[config.mk]
export PLATFORM = sky130hd
export DESIGN_NAME = reg_dispatch
export DESIGN_NICKNAME = d
export VERILOG_FILES = /design/src/rtl/reg_dispatch_pkg.sv /design/src/rtl/reg_dispatch_fifo.sv /design/src/rtl/reg_dispatch.sv
export SDC_FILE = /design/constraint.sdc
export NUM_CORES = 1
export LEC_CHECK = 0
export CORE_ASPECT_RATIO = 0.7
export CORE_UTILIZATION = 45
export CTS_BUF_LIST = sky130_fd_sc_hd__clkbuf_8
export DETAILED_ROUTE_END_ITERATION = 7
export PLACE_DENSITY = 0.66
export SYNTH_ARGS = -nofsm -noshare
export SYNTH_HDL_FRONTEND = slang
export SYNTH_HIERARCHICAL = 1
export SYNTH_SLANG_ARGS = --single-unit
[constraint.sdc]
create_clock -name clk -period 4.6 [get_ports clk]
set_input_delay 0.69 -clock clk [delete_from_list [all_inputs] [get_ports clk]]
set_output_delay 0.69 -clock clk [all_outputs]
set_load 0.05 [all_outputs]
[src/rtl/reg_dispatch_pkg.sv]
// reg_dispatch_pkg: shared widths, FIFO entry layout and FSM state type for
// the write-back dispatcher (reg_dispatch) and its queue (dispatch_fifo).
package reg_dispatch_pkg;

    localparam int DATA_W  = 8;   // result width
    localparam int SEL_W   = 3;   // destination index width
    localparam int NUM_DST = 8;   // number of destinations

    // One queued result: destination index above the data byte.
    typedef struct packed {
        logic [SEL_W-1:0]  sel;
        logic [DATA_W-1:0] data;
    } entry_t;

    localparam int ENTRY_W = $bits(entry_t);

    typedef enum logic {
        ST_IDLE  = 1'b0,
        ST_OFFER = 1'b1
    } state_t;

    // One-hot offer vector for a destination index.
    function automatic logic [NUM_DST-1:0] sel_onehot(input logic [SEL_W-1:0] sel);
        logic [NUM_DST-1:0] v;
        v      = '0;
        v[sel] = 1'b1;
        return v;
    endfunction

endpackage

[src/rtl/reg_dispatch_fifo.sv]
// dispatch_fifo: synchronous FIFO holding {sel, data} entries awaiting dispatch.
// Ports:
//   clk, rstn   clock, asynchronous active-low reset (empties the queue)
//   push, din   write din at the tail (caller guarantees !full)
//   pop         advance the head (caller guarantees !empty)
//   full, empty registered-count status
//   head        current head entry (valid while !empty)
module dispatch_fifo
    import reg_dispatch_pkg::*;
#(
    parameter int DEPTH = 4,
    parameter int W     = ENTRY_W
) (
    input  logic         clk,
    input  logic         rstn,
    input  logic         push,
    input  logic [W-1:0] din,
    input  logic         pop,
    output logic         full,
    output logic         empty,
    output logic [W-1:0] head
);

    localparam int PTR_W = (DEPTH > 1) ? $clog2(DEPTH) : 1;

    logic [W-1:0]     mem [DEPTH];
    logic [PTR_W-1:0] wr_ptr;
    logic [PTR_W-1:0] rd_ptr;
    logic [PTR_W:0]   count;

    assign full  = (count == (PTR_W+1)'(DEPTH));
    assign empty = (count == '0);
    assign head  = mem[rd_ptr];

    always_ff @(posedge clk or negedge rstn) begin
        if (!rstn) begin
            wr_ptr <= '0;
            rd_ptr <= '0;
            count  <= '0;
        end else begin
            if (push) wr_ptr <= wr_ptr + 1'b1;
            if (pop)  rd_ptr <= rd_ptr + 1'b1;
            case ({push, pop})
                2'b10:   count <= count + 1'b1;
                2'b01:   count <= count - 1'b1;
                default: count <= count;
            endcase
        end
    end

    always_ff @(posedge clk) begin
        if (push) mem[wr_ptr] <= din;
    end

endmodule

[src/rtl/reg_dispatch.sv]
// reg_dispatch: write-back dispatcher. Producers push {data, destination}
// pairs; the head entry is offered to one destination over a valid/ready
// handshake. Offers left unaccepted for TIMEOUT cycles are dropped.
// Ports:
//   clk, rstn                 clock, asynchronous active-low reset
//   push_i, data_i, dst_sel_i producer write side
//   push_ready_o              queue not full
//   dst_data_o, dst_valid_o   shared data bus, one-hot offer
//   dst_ready_i               per-destination accept
//   busy_o                    queue non-empty or offer pending
//   clear_i                   clears ovf_o / drop_o
//   ovf_o, drop_o             sticky overflow / timeout-drop flags
//   drop_dst_o                destination of the most recent drop
module reg_dispatch
    import reg_dispatch_pkg::*;
#(
    parameter int DEPTH   = 4,
    parameter int TIMEOUT = 16,
    parameter int CNT_W   = 5
) (
    input  logic              clk,
    input  logic              rstn,
    input  logic              push_i,
    input  logic [DATA_W-1:0] data_i,
    input  logic [SEL_W-1:0]  dst_sel_i,
    output logic              push_ready_o,
    output logic [DATA_W-1:0] dst_data_o,
    output logic [NUM_DST-1:0] dst_valid_o,
    input  logic [NUM_DST-1:0] dst_ready_i,
    output logic              busy_o,
    input  logic              clear_i,
    output logic              ovf_o,
    output logic              drop_o,
    output logic [SEL_W-1:0]  drop_dst_o
);

    localparam logic [CNT_W-1:0] TIMER_LAST = CNT_W'((TIMEOUT > 0) ? TIMEOUT - 1 : 0);

    state_t            state, state_nxt;
    entry_t            out_q;
    logic [CNT_W-1:0]  timer;
    logic              ovf_q, drop_q;
    logic [SEL_W-1:0]  drop_dst_q;

    logic              fifo_full, fifo_empty;
    logic [ENTRY_W-1:0] fifo_head;
    logic              push_ok, ovf_set;
    logic              pop, xfer, expire;

    assign push_ok = push_i && !fifo_full;
    assign ovf_set = push_i && fifo_full;

    dispatch_fifo #(
        .DEPTH (DEPTH),
        .W     (ENTRY_W)
    ) u_fifo (
        .clk   (clk),
        .rstn  (rstn),
        .push  (push_ok),
        .din   ({dst_sel_i, data_i}),
        .pop   (pop),
        .full  (fifo_full),
        .empty (fifo_empty),
        .head  (fifo_head)
    );

    always_ff @(posedge clk or negedge rstn) begin
        if (!rstn) state <= ST_IDLE;
        else       state <= state_nxt;
    end

    // Next state, pop and offer outputs. A released offer (transfer or
    // expiry) reloads from the queue on the same edge when it is non-empty.
    always_comb begin
        state_nxt   = state;
        pop         = 1'b0;
        xfer        = 1'b0;
        expire      = 1'b0;
        dst_valid_o = '0;
        case (state)
            ST_IDLE: begin
                if (!fifo_empty) begin
                    pop       = 1'b1;
                    state_nxt = ST_OFFER;
                end
            end
            ST_OFFER: begin
                dst_valid_o = sel_onehot(out_q.sel);
                xfer        = dst_ready_i[out_q.sel];
                expire      = (TIMEOUT != 0) && !xfer && (timer == TIMER_LAST);
                if (xfer || expire) begin
                    if (!fifo_empty) pop = 1'b1;
                    else             state_nxt = ST_IDLE;
                end
            end
            default: state_nxt = ST_IDLE;
        endcase
    end

    always_ff @(posedge clk or negedge rstn) begin
        if (!rstn) begin
            out_q <= '0;
            timer <= '0;
        end else begin
            if (pop) out_q <= entry_t'(fifo_head);
            if (pop || xfer || expire) timer <= '0;
            else if (state == ST_OFFER) timer <= timer + 1'b1;
        end
    end

    // Sticky flags: a set event in the same cycle as clear_i wins.
    always_ff @(posedge clk or negedge rstn) begin
        if (!rstn) begin
            ovf_q      <= 1'b0;
            drop_q     <= 1'b0;
            drop_dst_q <= '0;
        end else begin
            if (ovf_set)      ovf_q <= 1'b1;
            else if (clear_i) ovf_q <= 1'b0;
            if (expire)       drop_q <= 1'b1;
            else if (clear_i) drop_q <= 1'b0;
            if (expire)       drop_dst_q <= out_q.sel;
        end
    end

    assign push_ready_o = !fifo_full;
    assign dst_data_o   = out_q.data;
    assign busy_o       = !fifo_empty || (state == ST_OFFER);
    assign ovf_o        = ovf_q;
    assign drop_o       = drop_q;
    assign drop_dst_o   = drop_dst_q;

endmodule

==> results of run 1 <==
kinds of logic (layout without fill, tap and decap cells):
logic type,Yosys count,count (layout),synth area share [%]
xor gates and xnor gates,6,6,1.650
and+or+nand+nor,43,43,6.562
DFF,73,73,64.28
adders and majority gates,8,8,3.379
muxes,29,29,15.44
AOI/OAI and AO/OA,12,12,3.615
buffers and inverters,26,76,5.069
cell type report:
cell class	instances	area, um2
fillers	536	2938
repair buffers	47	465.4
multi-input cells	98	975.9
clock buffers	9	123.9
flip-flops and latches	73	2047
well taps	94	117.6
clock inverters	7	71.32
inverters	13	48.80
synth_stat cells (2+ instances only):
| cell type | n | area share, % |
|---|---|---|
| and3_1 | 3 | 0.59 |
| mux2_4 | 9 | 4.2 |
| mux2_2 | 6 | 2.1 |
| nand2_1 | 12 | 1.4 |
| buf_6 | 2 | 0.71 |
| xnor2_1 | 2 | 0.55 |
| and2_1 | 4 | 0.79 |
| mux4_1 | 3 | 2.5 |
| buf_2 | 2 | 0.31 |
| inv_1 | 13 | 1.5 |
| edfxtp_1 | 44 | 41 |
| mux2i_1 | 3 | 0.94 |
| mux4_2 | 8 | 5.7 |
| ha_1 | 7 | 2.8 |
| xor2_1 | 4 | 1.1 |
| nand2b_1 | 4 | 0.79 |
| nand3_1 | 3 | 0.47 |
| dfrtp_1 | 29 | 23 |
| o21ai_0 | 4 | 0.63 |
| nor2_1 | 9 | 1.1 |
| buf_4 | 8 | 1.9 |
| nor3_1 | 4 | 0.63 |
| nor2b_1 | 2 | 0.39 |
per-layer routing:
layer,routed length (um),vias up,GRT usage [%]
li1,-,804,-
met1,2485,822,21.39
met2,2269,47,23.04
met3,287,6,6.069
met4,48,0,4.921
met5,0,-,0
power groups by stage:
stage | sequential, W | clock [W] | combinational (W)
finish | 0.00106 | 0.000491 | 0.00121
global route | 0.00109 | 0.000532 | 0.00131
CTS | 0.00107 | 0.000504 | 0.00122
detailed placement | 0.00108 | 0 | 0.00122
global placement | 0.00108 | 0 | 0.00120
floorplan | 0.000990 | 0 | 0.00108
worst paths after layout:
kind / from / to / slack, ns / cells past startpoint
worst min-delay path: drop_o$_DFFE_PN0P_ / drop_o$_DFFE_PN0P_ / 0.49 / 1
min in group asynchronous: rstn / timer[4]$_DFFE_PN0P_ / 0.73 / 2
max in group asynchronous: rstn / dst_data_o[4]$_DFFE_PN0P_ / 3.59 / 2
worst max register to register: out_q[8]$_DFFE_PN0P_ / u_fifo/count[2]$_DFFE_PN0P_ / 1.91 / 10
worst max-delay path: u_fifo/count[0]$_DFFE_PN0P_ / busy_o / 1.39 / 4
worst min register to register: drop_o$_DFFE_PN0P_ / drop_o$_DFFE_PN0P_ / 0.49 / 1
through the flow:
step,std cells,total power (W),hold slack (ns),setup WS (ns)
2_1_floorplan,197,0.002074,0.3944,2.087
5_1_grt,341,0.002937,0.5235,1.251
6_report,341,0.002763,0.4857,1.393
3_3_place_gp,325,0.002279,0.4656,1.488
3_5_place_dp,325,0.002301,0.4762,1.413
4_1_cts,341,0.002794,0.4934,1.383
flip-flops by register name (all words and copies together) (netlist names):
name	cells
state	1
timer	5
ovf_o	1
u_fifo/count	3
dst_data_o	8
u_fifo/rd_ptr	2
drop_o	1
u_fifo/wr_ptr	2
drop_dst_o	3
out_q	3
u_fifo/mem	44
==> impl_results.md, run 1 <==
- Placed cell areas: 0.003655 mm2
- Layout cells sized above 1: between 10% and 20%
- Power Internal: 0.001715 W
- Setup crit start kind: flip-flop
- Most common cell after layout, fill and taps aside: clkdlybuf4s50_1
- Bufs on Longest Clock Path: 2
- HP Class: reg2reg
- Cell area after layout: between 0.003 and 0.004 mm2
- Post-Syn Nets: roughly 230
- Die Area: between 0.007 and 0.008 mm2
- Skew-Pair Late Insertion Delay: about 0.34 ns
- Worst IR drop on VDD: 261.2 uV
- Area Overhead vs Synth: 20.90%
- Predominant post-synthesis flop cell: edfxtp_1
- Bufs and invs on worst path: 2
- Port Buffers: between 40 and 50
- Post-synth EDFFs: 44
- Std-Cell Rows: 25
- Crit share post-route: between 60 and 70%
- #FFs+latches synth: 73
- Root Buffer: clkbuf_8
- Gate Count Post-Synth: 197
- Drt drc: 0
- Top delay family on crit path: simple AND/OR/NAND/NOR gates
- N_diodes: 0
- Switching Power: 0.001048 W
- PwrDens: between 700 and 800 mW/mm2
- Vias in the first global route: about 1,700
- Nets@finish: 273
- Clock transition at path regs: 0.07 ns
- Antenna violations before repair: 0
- Sequential share of power: a little under two fifths
- Detail Placement HPWL: approximately 3400 um
- Least-Margin Pin Slew: 0.7278 ns
- Final setup violating endpoints: 0
- Global route overflow: 0
- CP arrival: 2.52 ns
- Initial Utilization: 46.91%
- Worst Skew: just over 0.009 ns
- Pre-antenna DRT Iters: 4
- Critical-path cell list: nor3_1 -> nor2b_1 -> inv_1 -> clkdlybuf4s50_1
- CTS tree: done
- Routed Antenna Nets: 0
- Routed wire length: around 5000 um
- RSZ-0062 raised after global routing: no
- Worst EP required: 3.91 ns
- Die W: 102.5 um
- CTS H-tree depth: 3
- # IOs: 46
- Max-slew headroom: approximately 51%
- Sequential fraction of the synthesis area: 64.28%
- Drt initial violations: 75
- Setup TNS Final: 0 ns
- Post-synth ARST share: 39.73%
- Vias: 1,679
- Synth Cell Area: 0.003184 mm2
- Status: finished clean
- Sw frac: roughly 38%
- Final Hold Vio Count: 0
- CTS sink cnt: 73
- Crit path max fanout: 5
- CTS Buf Count: 9
- LEAKAGE: approximately 1.5 nW
- Critical path class: reg2out
- Worst path slowest cell: clkdlybuf4s50_1
- Max-cap violation count: 0
- Number of setup buffers added after CTS: 0
- Via density per instance: 4.924
- Worst setup EP type: output port
- Max-slew violations: 0
- First-pass GRT wire length: 8217 um
- # resized after CTS: 0
- Yosys warning count: 6
- Largest net degree at the start of global routing: 30
- Max Freq: 0.3118 GHz
- Most frequent cells in the layout: clkdlybuf4s50_1, edfxtp_1, dfrtp_1, inv_1, nand2_1
- Total global-route track usage: 15.61%
- Core Util, Final: a little under three fifths
- Wire per inst: 14.93 um
- RD Place Congestion: 0.7928
- Hold Buf Count CTS: 0
- Minimum clock period: roughly 3.2 ns
- Largest stage delay on the critical path: 0.71 ns
- Die H: 72.38 um
- Syn Area/Cell: 16.16 um2
- Core area: just under 0.007 mm2
- Yosys cell types: 35
- Combinational cell fraction of total power: 43.8%
- Clk pwr share: 17.8%
(Power assumes the default switching activity.)
==> inputs of run 2 (changes only) <==
==> constraint.sdc (replaced) <==
create_clock -name clk -period 3.1 [get_ports clk]
set_input_delay 0.465 -clock clk [delete_from_list [all_inputs] [get_ports clk]]
set_output_delay 0.465 -clock clk [all_outputs]
set_load 0.05 [all_outputs]
==> run 2 against run 1 <==
  * Register-to-register slack got worse by 1.2 ns
  * Wire length fell by 2.4%
  * First-iteration DRC count rose by 5.3%
  * Largest power group unchanged
  * Cell count rose by 0.29%
  * Clock skew rose by 0.00097 ns
  * Worst setup slack got worse by 0.99 ns
  * Combinational power rose by 49%
  * Count of clock-buffer cells in the layout did not move
  * Critical path type unchanged
  * Critical endpoint unchanged
  * Non-clock buffer count rose by 1
  * Global-route usage fell by 0.42 points
  * Clock power rose by 28%
  * Total power rose by 45%
==> impl_results.md, run 2 (synthesis gave the netlist of run 1 again) <==
- Status: finished clean
- Setup TNS Final: 0 ns (unchanged)
- Max-cap violation count: 0 (unchanged)
- Die W: 102.5 um (unchanged)
- CTS H-tree depth: 3 (unchanged)
- Design Power: 0.004009 W (+45%)
- RD Place Congestion: 0.7470 (-5.8%)
- Least-Margin Pin Slew: 0.7376 ns (+0.009785 ns)
- Sequential share of power: 39.3% (+0.9 points)
- LEAKAGE: 1.479 nW (-0.23%)
- Crit share post-route: between 80 and 90%
- Area Overhead vs Synth: 20.43%
- CTS Buf Count: 9 (unchanged)
- Clock transition at path regs: 0.08 ns (about the same)
- GR Util met3: 5.973% (-0.096 points)
- Reg2Reg Depth: 7 (-3)
- Global route overflow: 0 (unchanged)
- Routed wire length: 4968 um (-2.4%)
- Via density per instance: 4.804 (-2.4%)
- Worst EP required: 2.63 ns (-1.28 ns)
- Final setup violating endpoints: 0 (unchanged)
- Pre-antenna DRT Iters: 4 (unchanged)
- Die H: 72.38 um (unchanged)
- Hold WS: 0.5079 ns (+0.02224 ns)
- Detail Placement HPWL: 3345 um (-1.1%)
- N_diodes: 0 (unchanged)
- Power Internal: 0.002467 W (+44%)
- Max-slew headroom: 50.82% (-0.65 points)
- Nets@finish: 274 (+0.37%)
- Drt initial violations: 79 (+5.3%)
- Setup crit start kind: flip-flop
- Final Hold Vio Count: 0 (unchanged)
- Met2 global-route usage: 21.85% (-1.2 points)
- Met1 Use GR: 20.86% (-0.53 points)
- Most common cell after layout, fill and taps aside: clkdlybuf4s50_1
- Total global-route track usage: 15.19% (-0.42 points)
- Largest net degree at the start of global routing: 30 (unchanged)
- Post-Layout Cell Count: 342 (+0.29%)
- Drt drc: 0 (unchanged)
- Crit path max fanout: 5 (unchanged)
- Sw frac: 38.47% (+0.55 points)
- Layout cells sized above 1: 17.74% (-0.072 points)
- Worst setup EP type: output port
- Vias: 1,643 (-2.1%)
- # resized after CTS: 0 (unchanged)
- First-pass GRT wire length: 7962 um (-3.1%)
- Minimum clock period: 2.697 ns
- # IOs: 46 (unchanged)
- Most Used Layer, Global Route: met2
- CTS tree: done
- Std-Cell Rows: 25 (unchanged)
- Routed Antenna Nets: 0 (unchanged)
- Root Buffer: clkbuf_8
- Wire per inst: 14.53 um (-2.7%)
- Switching Power: 0.001542 W (+47%)
- Worst Skew: 0.01015 ns (+0.0009668 ns)
- PwrDens: 1045 mW/mm2 (+46%)
- CP arrival: 2.23 ns (-0.29 ns)
- Skew-Pair Late Insertion Delay: 0.34 ns (about the same)
- RSZ-0062 raised after global routing: no
- Core area: 0.006788 mm2 (unchanged)
- HP Class: in2async
- Clk pwr share: 15.7% (-2.1 points)
- CTS sink cnt: 73 (unchanged)
- Port Buffers: 45 (unchanged)
- Number of setup buffers added after CTS: 0 (unchanged)
- Post-Place Cells: 326 (+0.31%)
- Largest Register: u_fifo/mem
- Max-slew violations: 0 (unchanged)
- Most frequent cells in the layout: clkdlybuf4s50_1, edfxtp_1, dfrtp_1, inv_1, nand2_1
- Core Util, Final: 56.50% (-0.22 points)
- Worst IR drop on VDD: 574.9 uV (+120%)
- Hold Buf Count CTS: 0 (unchanged)
- Max Freq: 0.3707 GHz
- Bufs on Longest Clock Path: 2 (unchanged)
- Antenna violations before repair: 0 (unchanged)
- Initial Utilization: 46.91% (unchanged)
- Die Area: 0.007422 mm2 (unchanged)
- Critical path class: reg2out
- Combinational cell fraction of total power: 45.0% (+1.2 points)
- Vias in the first global route: 1,524 (-10%)
- Max FFs per register: 44 (unchanged)
==> run 2: final timing paths <==
| kind | startpoint | end | slack, ns |
|---|---|---|---|
| min in group clk | drop_dst_o[1]$_DFFE_PN0P_ | drop_dst_o[1]$_DFFE_PN0P_ | 0.51 |
| worst max register to register | out_q[8]$_DFFE_PN0P_ | u_fifo/count[1]$_DFFE_PN0P_ | 0.68 |
| worst max-delay path | u_fifo/count[0]$_DFFE_PN0P_ | busy_o | 0.40 |
| max in group asynchronous | rstn | dst_data_o[4]$_DFFE_PN0P_ | 2.30 |
| worst min register to register | drop_dst_o[1]$_DFFE_PN0P_ | drop_dst_o[1]$_DFFE_PN0P_ | 0.51 |
| worst min-delay path | rstn | out_q[10]$_DFFE_PN0P_ | 0.51 |
==> run 2: routing by layer <==
metal	share of wire [%]	wire [um]
met5	0	0
met4	0.76	38
met3	6.0	296
met2	45	2220
met1	49	2412
==> run 2: layout make-up <==
| type | instances | area, um2 |
|---|---|---|
| Clock inverter | 7 | 48.80 |
| Tap cell | 94 | 117.6 |
| Sequential cell | 73 | 2047 |
| Inverter | 13 | 48.80 |
| Clock buffer | 9 | 123.9 |
| Timing Repair Buffer | 48 | 473.0 |
| Multi-Input combinational cell | 98 | 975.9 |
| Fill cell | 557 | 2953 |
==> run 2: worst max-delay path: stages (launching register included) <==
cell,delay [ns]
dfrtp_1,0.41
nor3_1,0.21
buf_4,0.16
nor2b_1,0.31
inv_1,0.10
clkdlybuf4s50_1,0.71
==> run 2: power by group through the flow <==
stage	combinational, W	clock (W)	sequential (W)
after floorplan	0.00161	0	0.00147
after global placement	0.00180	0	0.00160
after detailed placement	0.00182	0	0.00160
after CTS	0.00182	0.000653	0.00158
after global routing	0.00194	0.000693	0.00162
final	0.00180	0.000630	0.00158
==> run 2: per-stage QoR <==
step | instance area, um2 | setup slack, ns
2_1_floorplan | 3184 | 0.7108
3_3_place_gp | 3662 | 0.4782
3_5_place_dp | 3662 | 0.4344
4_1_cts | 3835 | 0.3744
5_1_grt | 3835 | 0.2406
6_report | 3835 | 0.4026
